--- config.mk ---
export PLATFORM = sky130hd
export DESIGN_NAME = adder_checker_delay
export DESIGN_NICKNAME = d
export VERILOG_FILES = /design/src/rtl/adder_checker_delay.sv
export SDC_FILE = /design/constraint.sdc
export NUM_CORES = 1
export LEC_CHECK = 0
export BUFFER_PORTS_ARGS = -buffer_cell sky130_fd_sc_hd__buf_4
export CORE_AREA = 2 2 39 41
export DETAILED_ROUTE_END_ITERATION = 7
export DIE_AREA = 0 0 41 43
export GPL_ROUTABILITY_DRIVEN = 0
export SLEW_MARGIN = 10
export SYNTH_ARGS = -nofsm -noshare
export SYNTH_HDL_FRONTEND = slang
export SYNTH_SLANG_ARGS = --single-unit
export TNS_END_PERCENT = 20
--- constraint.sdc ---
create_clock -name clk -period 0.9 [get_ports clk]
set_input_delay 0 -clock clk [delete_from_list [all_inputs] [get_ports clk]]
set_output_delay 0 -clock clk [all_outputs]
set_load 0.01 [all_outputs]
--- src/rtl/adder_checker_delay.sv ---
// LAT-stage shift register carrying a valid flag plus payload.
// A synchronous flush drops every in-flight entry; o_any_valid reports occupancy.
module adder_checker_delay #(
    parameter int LAT = 1,
    parameter int PW  = 8
) (
    input  logic          clk,
    input  logic          rst_n,
    input  logic          i_flush,
    input  logic          i_valid,
    input  logic [PW-1:0] i_data,
    output logic          o_valid,
    output logic [PW-1:0] o_data,
    output logic          o_any_valid
);
    logic [LAT-1:0] w_vld_all;
    logic [PW-1:0]  w_data_all [LAT];

    genvar gi;
    generate
        for (gi = 0; gi < LAT; gi++) begin : g_stage
            logic          w_vld_in;
            logic [PW-1:0] w_data_in;
            logic          r_vld;
            logic [PW-1:0] r_data;

            if (gi == 0) begin : g_head
                assign w_vld_in  = i_valid;
                assign w_data_in = i_data;
            end else begin : g_body
                assign w_vld_in  = w_vld_all[gi-1];
                assign w_data_in = w_data_all[gi-1];
            end

            always_ff @(posedge clk or negedge rst_n) begin
                if (!rst_n) begin
                    r_vld  <= 1'b0;
                    r_data <= '0;
                end else if (i_flush) begin
                    r_vld  <= 1'b0;
                    r_data <= '0;
                end else begin
                    r_vld  <= w_vld_in;
                    r_data <= w_data_in;
                end
            end

            assign w_vld_all[gi]  = r_vld;
            assign w_data_all[gi] = r_data;
        end
    endgenerate

    assign o_valid     = w_vld_all[LAT-1];
    assign o_data      = w_data_all[LAT-1];
    assign o_any_valid = |w_vld_all;

endmodule

==> impl_metrics.tcl <==
set metrics [dict create \
    final_util_pct 43.0 \
    grt.total_usage_pct 7.80 \
    fmax_mhz 1310 \
    multi_input_area_sq_um 56.3 \
    crit_cells 1 \
    ys_ff_latch 9 \
    htreeDepth 1 \
    fin_hold_ws_ns 0.115 \
    synth_top_area_share_pct 77.9 \
    start_util_pct 20.9 \
    drive_above_1_share_pct 44.4 \
    fin_crit_ns 0.761 \
    cpLargestDelayFamily "flip-flops" \
    hold_buffers 11 \
    ir_drop_uv 385 \
    fill_cells 128 \
    slew_violations 0 \
    cap_violations 0 \
    io-pin-count 22 \
    tightest_slew_ns 0.111 \
    cp-end-kind "primary output" \
    cts_tree "yes" \
    die_area_sq_um 1760 \
    antennaDiodeCount 0 \
    fp-row-count 14 \
    mappedNetlistNets 31 \
    grt_max_degree 10 \
    mostFrequentLayoutCell "buf_4" \
    power_density_nw_per_um2 1440 \
    yosysTopAreaCell "dfrtp_1" \
    antenna_found_initial 0 \
    syn_area_per_cell_sq_um 15.2 \
    clkTransAtPathRegs_ns 0.05 \
    cts-resized-gates 0 \
    path_class "reg -> out" \
    post_cts_buffers 0 \
    drt_iter0_markers 0 \
    die_h_um 43 \
    final_cell_mix "21 x buf_4, 11 x dlygate4sd3_1, 9 x nor2b_1, 9 x dfrtp_1, 3 x clkbuf_4" \
    worst_path_max_delay_cell "dfrtp_1" \
    grt_pass1_wl_um 883 \
    cts.path.max_buffers 2 \
    rsz0062_at_grt "false" \
    wire_per_inst_um 8.01 \
    root_buffer "clkbuf_4" \
    wl_um 561 \
    yosysUniqueCellTypes 3 \
    fp.dieW_um 41 \
    core_region_area_sq_um 1380 \
    worstPathMaxFanout 2 \
    ys_top_cells_by_area "dfrtp_1 78%, nor2b_1 19%, buf_4 2.6%" \
    io_buffers 21 \
    setup_ws_ns 0.139 \
    max-slew-margin-rel_pct 92.6 \
    setup_viol 0 \
    grt_pass1_vias 256 \
    ys_warn_count 0 \
    fin_nets 67 \
    cp_data_required_time_ns 0.90 \
    dr.pass1.iters 1 \
    pre_cts_ws_ns 0.401 \
    cpPeakStageDelay_ns 0.37 \
    drcViolationCount 0 \
    grt_overflow_total 0 \
    antenna_left 0 \
    via_per_inst 3.46 \
    hp-class "in -> async" \
    cts_sinks 9 \
    syn_to_final_growth_pct 106 \
    crit_path_start_kind "register" \
    cp_data_arrival_time_ns 0.76 \
    fin_tns_setup_ns 0 \
    vias 242 \
    synth.yosys.seq_area_share_pct 77.9 \
    syn_inst 19 \
    syn_area_sq_um 289 \
    numCtsBuffers 3 \
    cp_num_buf_inv 1 \
    power.leakage_nw 0.301 \
    status "complete, no violations" \
    final-seq-area_sq_um 225 \
    path_cells "buf_4" \
    post-route-period-util_pct 84.5 \
    timing_hold_violations_final 0 \
]
through the flow:
stage	instances	total power [mW]	area, sq um
after floorplan	19	0.468	289
final	70	0.861	596
after CTS	70	0.881	596
after global routing	70	0.900	596
after detailed placement	55	0.547	459
after global placement	55	0.546	459
final cells by class:
| class | count | area share [%] |
|---|---|---|
| timing repair buffer | 32 | 45.0 |
| clock buffer | 4 | 4.41 |
| multi-input combinational | 9 | 9.45 |
| sequential | 9 | 37.8 |
| tap | 16 | 3.36 |
worst paths after layout:
kind | from | endpoint | slack, ns
min in group clk | i_flush | o_data[1] | 0.51
hold / removal | rst_n | o_data[1] | 0.12
max in group asynchronous | rst_n | o_data[2] | 0.66
setup / recovery | o_any_valid | o_any_valid | 0.14
logic make-up after synthesis:
kind of cell,count (synthesis),share of synthesized area [%]
buffers and inverters,1,2.60
flip-flops,9,77.9
AND/OR/NAND/NOR,9,19.5
layer usage:
layer	up-vias	share of wire, %	GRT usage [%]
li1	125	-	-
met1	105	31	5.96
met2	12	60	13.8
met3	0	8.4	1.57
met4	0	0	8.00
met5	-	0	0
power breakdown:
part | switching, mW | internal [mW] | leakage (nW) | total, mW
Combinational | 0.0463 | 0.0983 | 0.170 | 0.145
Clock | 0.116 | 0.169 | 0.0150 | 0.285
Sequential | 0.00549 | 0.425 | 0.116 | 0.431
synth_stat cells:
master and count:
dfrtp_1 9, nor2b_1 9, buf_4 1
sequential cells by signal, summed over array words and instances (netlist names):
register / cells
o_data: 8
o_any_valid: 1
No activity file was read; power rests on OpenSTA's default activity.
